===== src/rtl/toi2s_pkg.sv =====
// Shared definitions for the toi2s I2S transmit path.
package toi2s_pkg;

  localparam int unsigned SAMPLE_W_DEF = 16;
  localparam int unsigned DIV_W_DEF    = 8;

  typedef enum logic {
    ST_IDLE = 1'b0,
    ST_RUN  = 1'b1
  } seq_state_e;

  // Width of the frame bit index for a given slot width (frame = 2 slots).
  function automatic int unsigned idx_w(input int unsigned sample_w);
    return $clog2(2 * sample_w);
  endfunction

endpackage


===== src/rtl/i2s_bclk_div.sv =====
// BCLK generator: half-period of div_i+1 clk cycles while enabled,
// held low with a cleared counter otherwise. First toggle after enable is rising.
module i2s_bclk_div #(
  parameter int unsigned DIV_W = 8
) (
  input  logic             clk,
  input  logic             rst,
  input  logic             en_i,
  input  logic [DIV_W-1:0] div_i,
  output logic             bclk_o,
  output logic             fall_tick_o
);

  logic [DIV_W-1:0] cnt_q, cnt_d;
  logic             bclk_q, bclk_d;
  logic             tc;

  assign tc          = (cnt_q == div_i);
  assign fall_tick_o = en_i & tc & bclk_q;
  assign bclk_o      = bclk_q;

  // Next divider count and bclk level.
  always_comb begin
    cnt_d  = cnt_q;
    bclk_d = bclk_q;
    if (!en_i) begin
      cnt_d  = '0;
      bclk_d = 1'b0;
    end else if (tc) begin
      cnt_d  = '0;
      bclk_d = ~bclk_q;
    end else begin
      cnt_d = cnt_q + 1'b1;
    end
  end

  // Divider registers.
  always_ff @(posedge clk) begin
    if (rst) begin
      cnt_q  <= '0;
      bclk_q <= 1'b0;
    end else begin
      cnt_q  <= cnt_d;
      bclk_q <= bclk_d;
    end
  end

endmodule


===== src/rtl/i2s_tx_sequencer.sv =====
// I2S (Philips) transmit sequencer: FSM, frame index, one-pair holding
// register and frame shift register; the divider provides BCLK and fall ticks.
module i2s_tx_sequencer
  import toi2s_pkg::*;
#(
  parameter int unsigned SAMPLE_W = SAMPLE_W_DEF,
  parameter int unsigned DIV_W    = DIV_W_DEF
) (
  input  logic                clk,
  input  logic                rst,
  input  logic                cfg_en,
  input  logic [DIV_W-1:0]    cfg_div,
  input  logic                in_valid,
  input  logic [SAMPLE_W-1:0] in_left,
  input  logic [SAMPLE_W-1:0] in_right,
  output logic                in_ready,
  output logic                i2s_bclk,
  output logic                i2s_ws,
  output logic                i2s_sd,
  output logic                underrun,
  output logic                busy
);

  localparam int unsigned FRAME_W = 2 * SAMPLE_W;
  localparam int unsigned IDX_W   = idx_w(SAMPLE_W);

  seq_state_e         state_q, state_d;
  logic [DIV_W-1:0]   div_l_q, div_l_d;
  logic               hold_full_q, hold_full_d;
  logic [FRAME_W-1:0] hold_q, hold_d;
  logic [FRAME_W-1:0] act_q, act_d;
  logic [IDX_W-1:0]   k_q, k_d;
  logic               ws_q, ws_d;
  logic               sd_q, sd_d;
  logic               ur_q, ur_d;

  logic run_en;
  logic fall_tick;
  logic load_tick;
  logic accept;

  // Dropping cfg_en takes effect at the very next edge, so the datapath
  // treats the last RUN cycle with cfg_en=0 as already idle.
  assign run_en    = (state_q == ST_RUN) & cfg_en;
  assign in_ready  = ~hold_full_q & ~rst;
  assign accept    = in_valid & in_ready;
  assign load_tick = fall_tick & (k_q == '0);

  assign i2s_ws   = ws_q;
  assign i2s_sd   = sd_q;
  assign underrun = ur_q;
  assign busy     = (state_q == ST_RUN);

  i2s_bclk_div #(
    .DIV_W (DIV_W)
  ) u_div (
    .clk         (clk),
    .rst         (rst),
    .en_i        (run_en),
    .div_i       (div_l_q),
    .bclk_o      (i2s_bclk),
    .fall_tick_o (fall_tick)
  );

  // FSM next state.
  always_comb begin
    state_d = state_q;
    case (state_q)
      ST_IDLE: if (cfg_en)  state_d = ST_RUN;
      ST_RUN:  if (!cfg_en) state_d = ST_IDLE;
      default: state_d = ST_IDLE;
    endcase
  end

  // Datapath next state: divider latch, holding register, frame serialiser.
  always_comb begin
    div_l_d     = div_l_q;
    hold_full_d = hold_full_q;
    hold_d      = hold_q;
    act_d       = act_q;
    k_d         = k_q;
    ws_d        = ws_q;
    sd_d        = sd_q;
    ur_d        = 1'b0;

    if ((state_q == ST_IDLE) && cfg_en) div_l_d = cfg_div;

    // The k=0 tick drains the holding register; a same-cycle handshake with
    // holding empty bypasses straight into the shift register.
    if (load_tick) begin
      hold_full_d = 1'b0;
    end else if (accept) begin
      hold_full_d = 1'b1;
      hold_d      = {in_left, in_right};
    end

    if (!run_en) begin
      act_d = '0;
      k_d   = '0;
      ws_d  = 1'b0;
      sd_d  = 1'b0;
    end else if (fall_tick) begin
      ws_d = (k_q >= IDX_W'(SAMPLE_W));
      // After 2W-1 shifts the MSB position holds the previous R LSB, which
      // is exactly the bit due at k=0.
      sd_d = act_q[FRAME_W-1];
      k_d  = (k_q == IDX_W'(FRAME_W - 1)) ? '0 : k_q + 1'b1;
      if (k_q == '0) begin
        if (hold_full_q) begin
          act_d = hold_q;
        end else if (accept) begin
          act_d = {in_left, in_right};
        end else begin
          act_d = '0;
          ur_d  = 1'b1;
        end
      end else begin
        act_d = {act_q[FRAME_W-2:0], 1'b0};
      end
    end
  end

  // State and datapath registers.
  always_ff @(posedge clk) begin
    if (rst) begin
      state_q     <= ST_IDLE;
      div_l_q     <= '0;
      hold_full_q <= 1'b0;
      hold_q      <= '0;
      act_q       <= '0;
      k_q         <= '0;
      ws_q        <= 1'b0;
      sd_q        <= 1'b0;
      ur_q        <= 1'b0;
    end else begin
      state_q     <= state_d;
      div_l_q     <= div_l_d;
      hold_full_q <= hold_full_d;
      hold_q      <= hold_d;
      act_q       <= act_d;
      k_q         <= k_d;
      ws_q        <= ws_d;
      sd_q        <= sd_d;
      ur_q        <= ur_d;
    end
  end

endmodule


===== config.mk =====
export PLATFORM = sky130hd
export DESIGN_NAME = i2s_tx_sequencer
export DESIGN_NICKNAME = d
export VERILOG_FILES = /design/src/rtl/toi2s_pkg.sv /design/src/rtl/i2s_bclk_div.sv /design/src/rtl/i2s_tx_sequencer.sv
export SDC_FILE = /design/constraint.sdc
export NUM_CORES = 1
export LEC_CHECK = 0
export CORE_ASPECT_RATIO = 1.4
export CORE_MARGIN = 2
export CORE_UTILIZATION = 50
export DETAILED_ROUTE_END_ITERATION = 12
export PLACE_DENSITY = 0.72
export SYNTH_ARGS = -nofsm -noshare
export SYNTH_HDL_FRONTEND = slang
export SYNTH_SLANG_ARGS = --single-unit

===== constraint.sdc =====
create_clock -name clk -period 5.6 [get_ports clk]
set_input_delay 0.56 -clock clk [delete_from_list [all_inputs] [get_ports clk]]
set_output_delay 0.56 -clock clk [all_outputs]
set_load 0.02 [all_outputs]

==> flow_metrics.env, run 1 <==
export IMPL_utilization_pct=60.7
export IMPL_core_area_um2=7750
export IMPL_initial_utilization_pct=51.4
export IMPL_synth_distinct_cells=34
export IMPL_grt_overflow=0
export IMPL_hold_path_end="i2s_ws"
export IMPL_wp_data_required_ns=5.04
export IMPL_post_route_cells_drive_above_1_share_pct=5.91
export IMPL_yosysWarnings=0
export IMPL_worstRegToRegCells=8
export IMPL_met3_wirelength_um=449
export IMPL_mappedNetlistNets=509
export IMPL_cellInternalPower_uw=953
export IMPL_routed_via_density=5.97
export IMPL_antenna_found_initial=0
export IMPL_ys_ff_latch=91
export IMPL_die_h_um=110
export IMPL_detail_route_wl_per_cell_um=15.9
export IMPL_report_final_slew_viol_count=0
export IMPL_cts_inserted_buffers=9
export IMPL_place_gp_congestion=0.808
export IMPL_timing_hold_worst_class="flip-flop to flip-flop"
export IMPL_clk_transition_reported_paths_ns=0.07
export IMPL_crit_reg2reg_launch="k_q[0]"
export IMPL_antennaDiodeCount=0
export IMPL_power_ir_vdd_worst_v=0.000183
export IMPL_cts_sinks=91
export IMPL_power_share_clock_pct=36.7
export IMPL_final_period_utilization_pct=47.6
export IMPL_post_layout_total_power_uw=1250
export IMPL_critPathKind="input port to output pin"
export IMPL_largest_net_degree_at_the_start_of_global_routing=66
export IMPL_die_area_um2=8710
export IMPL_die_x_um=79.5
export IMPL_grt_first_pass_wirelength_um=15900
export IMPL_cts_max_level=3
export IMPL_detailedRoute_firstPassIterationCount=6
export IMPL_grt_resource_usage_total_pct=23.2
export IMPL_via_count_of_the_first_global_routing_pass=3362
export IMPL_power_density_nw_per_um2=265
export IMPL_rows=38
export IMPL_place_hpwl_um=5660
export IMPL_remaining_routing_drc_violations=0
export IMPL_postCtsHoldBufs=0
export IMPL_clock_skew_ns=0.0150
export IMPL_rsz_0062_raised_after_global_routing="no"
export IMPL_post_synthesis_area_per_instance_um2=8.65
export IMPL_synth_seq_area_share_pct=45.7
export IMPL_fin_setup_tns_ns=0
export IMPL_p_switching_uw=294
export IMPL_arrival_ns=2.11
export IMPL_num_vias=3528
export IMPL_outcome="complete, no violations"
export IMPL_combPwrFrac_pct=9.4
export IMPL_switching_share_pct=23.6
export IMPL_ant_nets=0
export IMPL_maximum_operating_frequency_mhz=375
export IMPL_syn_instance_count=461
export IMPL_top_signal_layer_used="met4"
export IMPL_route_layer_met1_wl_um=3930
export IMPL_mappedNetlistArea_um2=3990
export IMPL_min_delay_start="i2s_ws"
export IMPL_critical_path_peak_fanout=43
export IMPL_hold_path_cell_count=2
export IMPL_crit_reg2reg_capture="hold_q[1]"
export IMPL_cts_root_to_sink_buffers=2
export IMPL_numPortBuffers=49
export IMPL_timing_hold_violations_final=0
export IMPL_finalSetupViolCount=0
export IMPL_worst_slew_slack_as_a_fraction_of_its_limit_pct=24.6
export IMPL_p_leak_uw=0.00152
export IMPL_clock_latency_ns=0.36
export IMPL_crit_path_time_final_ns=2.67
export IMPL_area_delta_synth_final_pct=18.0
export IMPL_num_io_pins=50
export IMPL_r2r_setup_slack_ns=3.41
export IMPL_nNetsFinal=534
export IMPL_postRouteWirelength_um=9410
export IMPL_timing_critical_path_to_type="output pin"
export IMPL_first_iter_violations=339
export IMPL_sequentialPowerShare_pct=53.8
export IMPL_routed_wl_met2_um=4870
export IMPL_post_cts_resized_instances=0
export IMPL_slew_of_the_pin_with_the_lowest_slew_margin_ns=1.13
export IMPL_post_cts_buffers=0
export IMPL_cp_start_kind="input port"
export IMPL_tritoncts="done"
export IMPL_timing_max_cap_violations=0
export IMPL_clockRootBuffer="sky130_fd_sc_hd__clkbuf_8"
## power by group through the flow
| stage | clock network [µW] | registers (µW) | logic (µW) |
|---|---|---|---|
| 2_1_floorplan | 0 | 684 | 68.6 |
| 3_3_place_gp | 0 | 686 | 116 |
| 3_5_place_dp | 0 | 687 | 117 |
| 4_1_cts | 469 | 672 | 118 |
| 5_1_grt | 496 | 674 | 129 |
| 6_report | 458 | 672 | 118 |
## cell families after synthesis
logic type,after synthesis,share of synthesized area [%]
xor+xnor,15,3.30
mux,8,2.01
fa+ha+maj,4,1.26
flops,91,45.7
buf+inv,47,4.68
simple gates,126,15.8
compound gates,170,27.3
## flip-flops by register name, indices dropped and copies added, names as in the netlist
register      flops
act_q            32
hold_q           32
div_l_q           8
u_div.cnt_q       8
k_q               5
busy              1
hold_full_q       1
i2s_sd            1
i2s_ws            1
u_div.bclk_o      1
underrun          1
## per-stage QoR
step / std cells / hold slack, ns / area, µm² / worst slack (ns)
finish: 591 / 0.454 / 4700 / 2.93
global placement: 575 / 0.443 / 4500 / 2.68
global route: 591 / 0.481 / 4700 / 2.75
floorplan: 461 / 0.432 / 3990 / 3.46
CTS: 591 / 0.457 / 4700 / 2.93
detailed placement: 575 / 0.446 / 4500 / 2.63
## worst max-delay path, cell delays in order
cell                              delay [ns]
sky130_fd_sc_hd__clkdlybuf4s50_1        0.45
sky130_fd_sc_hd__buf_4                  0.39
sky130_fd_sc_hd__nor2_1                 0.12
sky130_fd_sc_hd__clkdlybuf4s50_1        0.58
## placed cells by master, fill, tap and decap left out, drive strengths merged, types with 13 or more instances in the layout
cell type | Yosys | layout
a21oi | 71 | 71
a221o | 31 | 31
clkbuf | 31 | 13
clkdlybuf4s50 | 0 | 49
dfxtp | 91 | 91
nand2 | 43 | 43
nand3 | 39 | 39
nor2 | 21 | 21
o211ai | 31 | 31
o21ai | 35 | 35
## Yosys cell counts
cell type / instances / area (µm²)
sky130_fd_sc_hd__dfxtp_1: 91 / 1820
sky130_fd_sc_hd__o21ai_1: 30 / 150
sky130_fd_sc_hd__nand2_1: 43 / 161
sky130_fd_sc_hd__and3_1: 4 / 25.0
sky130_fd_sc_hd__buf_2: 8 / 40.0
sky130_fd_sc_hd__nor4_4: 1 / 21.3
sky130_fd_sc_hd__inv_1: 3 / 11.3
sky130_fd_sc_hd__nor2b_1: 2 / 12.5
sky130_fd_sc_hd__a31oi_1: 1 / 6.26
sky130_fd_sc_hd__or4_1: 1 / 7.51
sky130_fd_sc_hd__a221o_1: 31 / 310
sky130_fd_sc_hd__inv_2: 1 / 3.75
sky130_fd_sc_hd__or4b_2: 1 / 10.0
sky130_fd_sc_hd__or3_1: 1 / 6.26
sky130_fd_sc_hd__nand3b_1: 1 / 7.51
sky130_fd_sc_hd__a22o_1: 1 / 8.76
sky130_fd_sc_hd__and4_1: 3 / 26.3
sky130_fd_sc_hd__nand4_1: 3 / 18.8
sky130_fd_sc_hd__or2_2: 1 / 6.26
sky130_fd_sc_hd__nand3_1: 39 / 195
sky130_fd_sc_hd__mux2i_1: 8 / 80.1
sky130_fd_sc_hd__and2_1: 2 / 12.5
sky130_fd_sc_hd__clkbuf_1: 31 / 116
sky130_fd_sc_hd__nor3_2: 1 / 10.0
sky130_fd_sc_hd__ha_1: 4 / 50.1
sky130_fd_sc_hd__o211ai_1: 31 / 233
sky130_fd_sc_hd__nor2_1: 21 / 78.8
sky130_fd_sc_hd__buf_1: 4 / 15.0
sky130_fd_sc_hd__xor2_1: 4 / 35.0
sky130_fd_sc_hd__nor4b_4: 1 / 23.8
sky130_fd_sc_hd__a21oi_1: 71 / 355
sky130_fd_sc_hd__xnor2_1: 11 / 96.3
sky130_fd_sc_hd__o21ai_0: 5 / 25.0
sky130_fd_sc_hd__nor3_1: 1 / 5.00
## layer usage
layer / up-vias / track usage [%]
met2: 89 / 40.2
met4: 0 / 10.7
met3: 12 / 3.04
met1: 1686 / 28.5
met5: - / 0
li1: 1741 / -
## final cells by class
type	count	area, µm²
clock buffers	13	159
clock inverters	3	46.3
inverters	4	15.0
fillers	713	3050
repair buffers	57	551
well taps	100	125
flip-flops and latches	91	1820
multi-input cells	323	1990
## how the worst max path moves through the flow
stage | to | slack, ns | cells past startpoint | from
finish | in_ready | 2.93 | 4 | rst
global route | act_q[23] | 2.75 | 7 | rst
CTS | in_ready | 2.93 | 4 | rst
detailed placement | act_q[23] | 2.63 | 7 | rst
global placement | act_q[3] | 2.68 | 7 | rst
floorplan | act_q[11] | 3.46 | 8 | rst
Power figures use the tool's default switching activity.
==> run 2, diff against run 1 <==
==> constraint.sdc (replaced) <==
create_clock -name clk -period 2.75 [get_ports clk]
set_input_delay 0.275 -clock clk [delete_from_list [all_inputs] [get_ports clk]]
set_output_delay 0.275 -clock clk [all_outputs]
set_load 0.02 [all_outputs]
==> flow_metrics.env, run 2 (synthesis gave the netlist of run 1 again) <==
export IMPL_routed_via_density=6.02
export IMPL_worst_slew_slack_as_a_fraction_of_its_limit_pct=60.1
export IMPL_timing_hold_ws_ns=0.461
export IMPL_timing_hold_violations_final=0
export IMPL_nFillCells=716
export IMPL_crit_path_time_final_ns=2.01
export IMPL_cts_inserted_buffers=9
export IMPL_clk_transition_reported_paths_ns=0.09
export IMPL_ant_nets=0
export IMPL_rows=38
export IMPL_layout_cells_most_common_list="91 x sky130_fd_sc_hd__dfxtp_1, 71 x sky130_fd_sc_hd__a21oi_1, 49 x sky130_fd_sc_hd__clkdlybuf4s50_1, 43 x sky130_fd_sc_hd__nand2_1, 39 x sky130_fd_sc_hd__nand3_1"
export IMPL_rsz_0062_raised_after_global_routing="no"
export IMPL_timing_max_cap_violations=0
export IMPL_core_area_um2=7750
export IMPL_nNetsFinal=539
export IMPL_r2r_setup_slack_ns=0.74
export IMPL_antenna_found_initial=0
export IMPL_power_density_nw_per_um2=518
export IMPL_numPortBuffers=49
export IMPL_power_ir_vdd_worst_v=0.000527
export IMPL_cp_start_kind="flip-flop"
export IMPL_cp_top_family="buffers and inverters"
export IMPL_grt_first_pass_wirelength_um=16100
export IMPL_remaining_routing_drc_violations=0
export IMPL_post_cts_buffers=0
export IMPL_cpPeakStageDelay_ns=0.41
export IMPL_clockRootBuffer="sky130_fd_sc_hd__clkbuf_8"
export IMPL_timing_critical_path_to_type="flip-flop"
export IMPL_critPathKind="flip-flop to flip-flop"
export IMPL_timing_hold_worst_class="flip-flop to flip-flop"
export IMPL_area_delta_synth_final_pct=18.6
export IMPL_critical_path_most_common_cell="sky130_fd_sc_hd__buf_4"
export IMPL_fin_setup_tns_ns=0
export IMPL_detail_route_wl_per_cell_um=16.3
export IMPL_die_x_um=79.5
export IMPL_layout_cells_most_common="sky130_fd_sc_hd__dfxtp_1"
export IMPL_reg_top3="act_q x32, hold_q x32"
export IMPL_postRouteWirelength_um=9710
export IMPL_tritoncts="done"
export IMPL_wp_data_required_ns=2.97
export IMPL_cts_root_to_sink_buffers=2
export IMPL_place_gp_congestion=0.826
export IMPL_place_hpwl_um=6050
export IMPL_num_io_pins=50
export IMPL_critical_path_peak_fanout=34
export IMPL_post_cts_resized_instances=0
export IMPL_p_leak_uw=0.00154
export IMPL_cts_max_level=3
export IMPL_crit_reg2reg_launch="k_q[0]"
export IMPL_first_element_of_the_critical_path="k_q[0]"
export IMPL_clock_skew_ns=0.0157
export IMPL_postCtsHoldBufs=0
export IMPL_num_vias=3588
export IMPL_path_cells="inv_1 > ha_1 > nor4b_4 > buf_4 > nand4_1 > buf_4 > nand3_1 > a21oi_1"
export IMPL_final_period_utilization_pct=72.9
export IMPL_clock_latency_ns=0.36
export IMPL_slew_of_the_pin_with_the_lowest_slew_margin_ns=0.594
export IMPL_die_area_um2=8710
export IMPL_min_delay_start="act_q[3]"
export IMPL_via_count_of_the_first_global_routing_pass=3535
export IMPL_die_h_um=110
export IMPL_largest_net_degree_at_the_start_of_global_routing=43
export IMPL_arrival_ns=2.23
export IMPL_outcome="complete, no violations"
export IMPL_post_route_cells_drive_above_1_share_pct=7.06
export IMPL_first_iter_violations=339
export IMPL_report_final_slew_viol_count=0
export IMPL_antennaDiodeCount=0
export IMPL_finalSetupViolCount=0
export IMPL_cp_buffers_inverters=3
export IMPL_cts_sinks=91
export IMPL_initial_utilization_pct=51.4
export IMPL_worst_path_max_delay_cell="sky130_fd_sc_hd__buf_4"
export IMPL_detailedRoute_firstPassIterationCount=4
export IMPL_grt_overflow=0
export IMPL_maximum_operating_frequency_mhz=499
export IMPL_grt_resource_usage_total_pct=23.3
run 2: cell type report:
type	instances	area (µm²)	area share [%]
inverter	4	15.0	0.318
tap	100	125	2.65
clock buffer	11	141	2.99
sequential	91	1820	38.5
timing repair buffer	62	601	12.7
clock inverter	5	38.8	0.820
multi-input combinational	323	1990	42.0
run 2: path summary, 6_finish.rpt:
check | endpoint | depth (start not counted)
worst max-delay path | hold_q[13] | 8
worst min-delay path | act_q[3] | 2
worst max register to register | hold_q[13] | 8
worst min register to register | act_q[3] | 2
run 2: tightest hold or removal path, stage by stage (launching register included):
cell and delay [ns]:
sky130_fd_sc_hd__dfxtp_1 0.32, sky130_fd_sc_hd__nand2_1 0.05, sky130_fd_sc_hd__a21oi_1 0.05
run 2: power by group:
group	leakage [µW]	internal [µW]	total, µW	switching (µW)
clock	0.0000895	357	832	475
sequential	0.000738	1350	1370	19.9
combinational	0.000711	124	249	125
total	0.00154	1830	2450	619
run 2: routing by layer:
layer | global-route usage (%) | up-vias | share of wire, %
met5 | 0 | - | 0
met1 | 27.5 | 1723 | 43
met4 | 11.1 | 0 | 2.5
li1 | - | 1752 | -
met2 | 40.9 | 96 | 49
met3 | 3.69 | 17 | 5.3
run 2: metrics by stage:
stage                     total power [µW]  cells  cell area (µm²)  utilization (%)  setup WS [ns]
final                                 2450    596             4730             61.0          0.745
after floorplan                       1530    461             3990                -          0.880
after global routing                  2530    596             4730             61.0          0.586
after CTS                             2470    596             4730             61.0          0.727
after global placement                1640    580             4550             58.7          0.656
after detailed placement              1650    580             4550             58.7          0.627
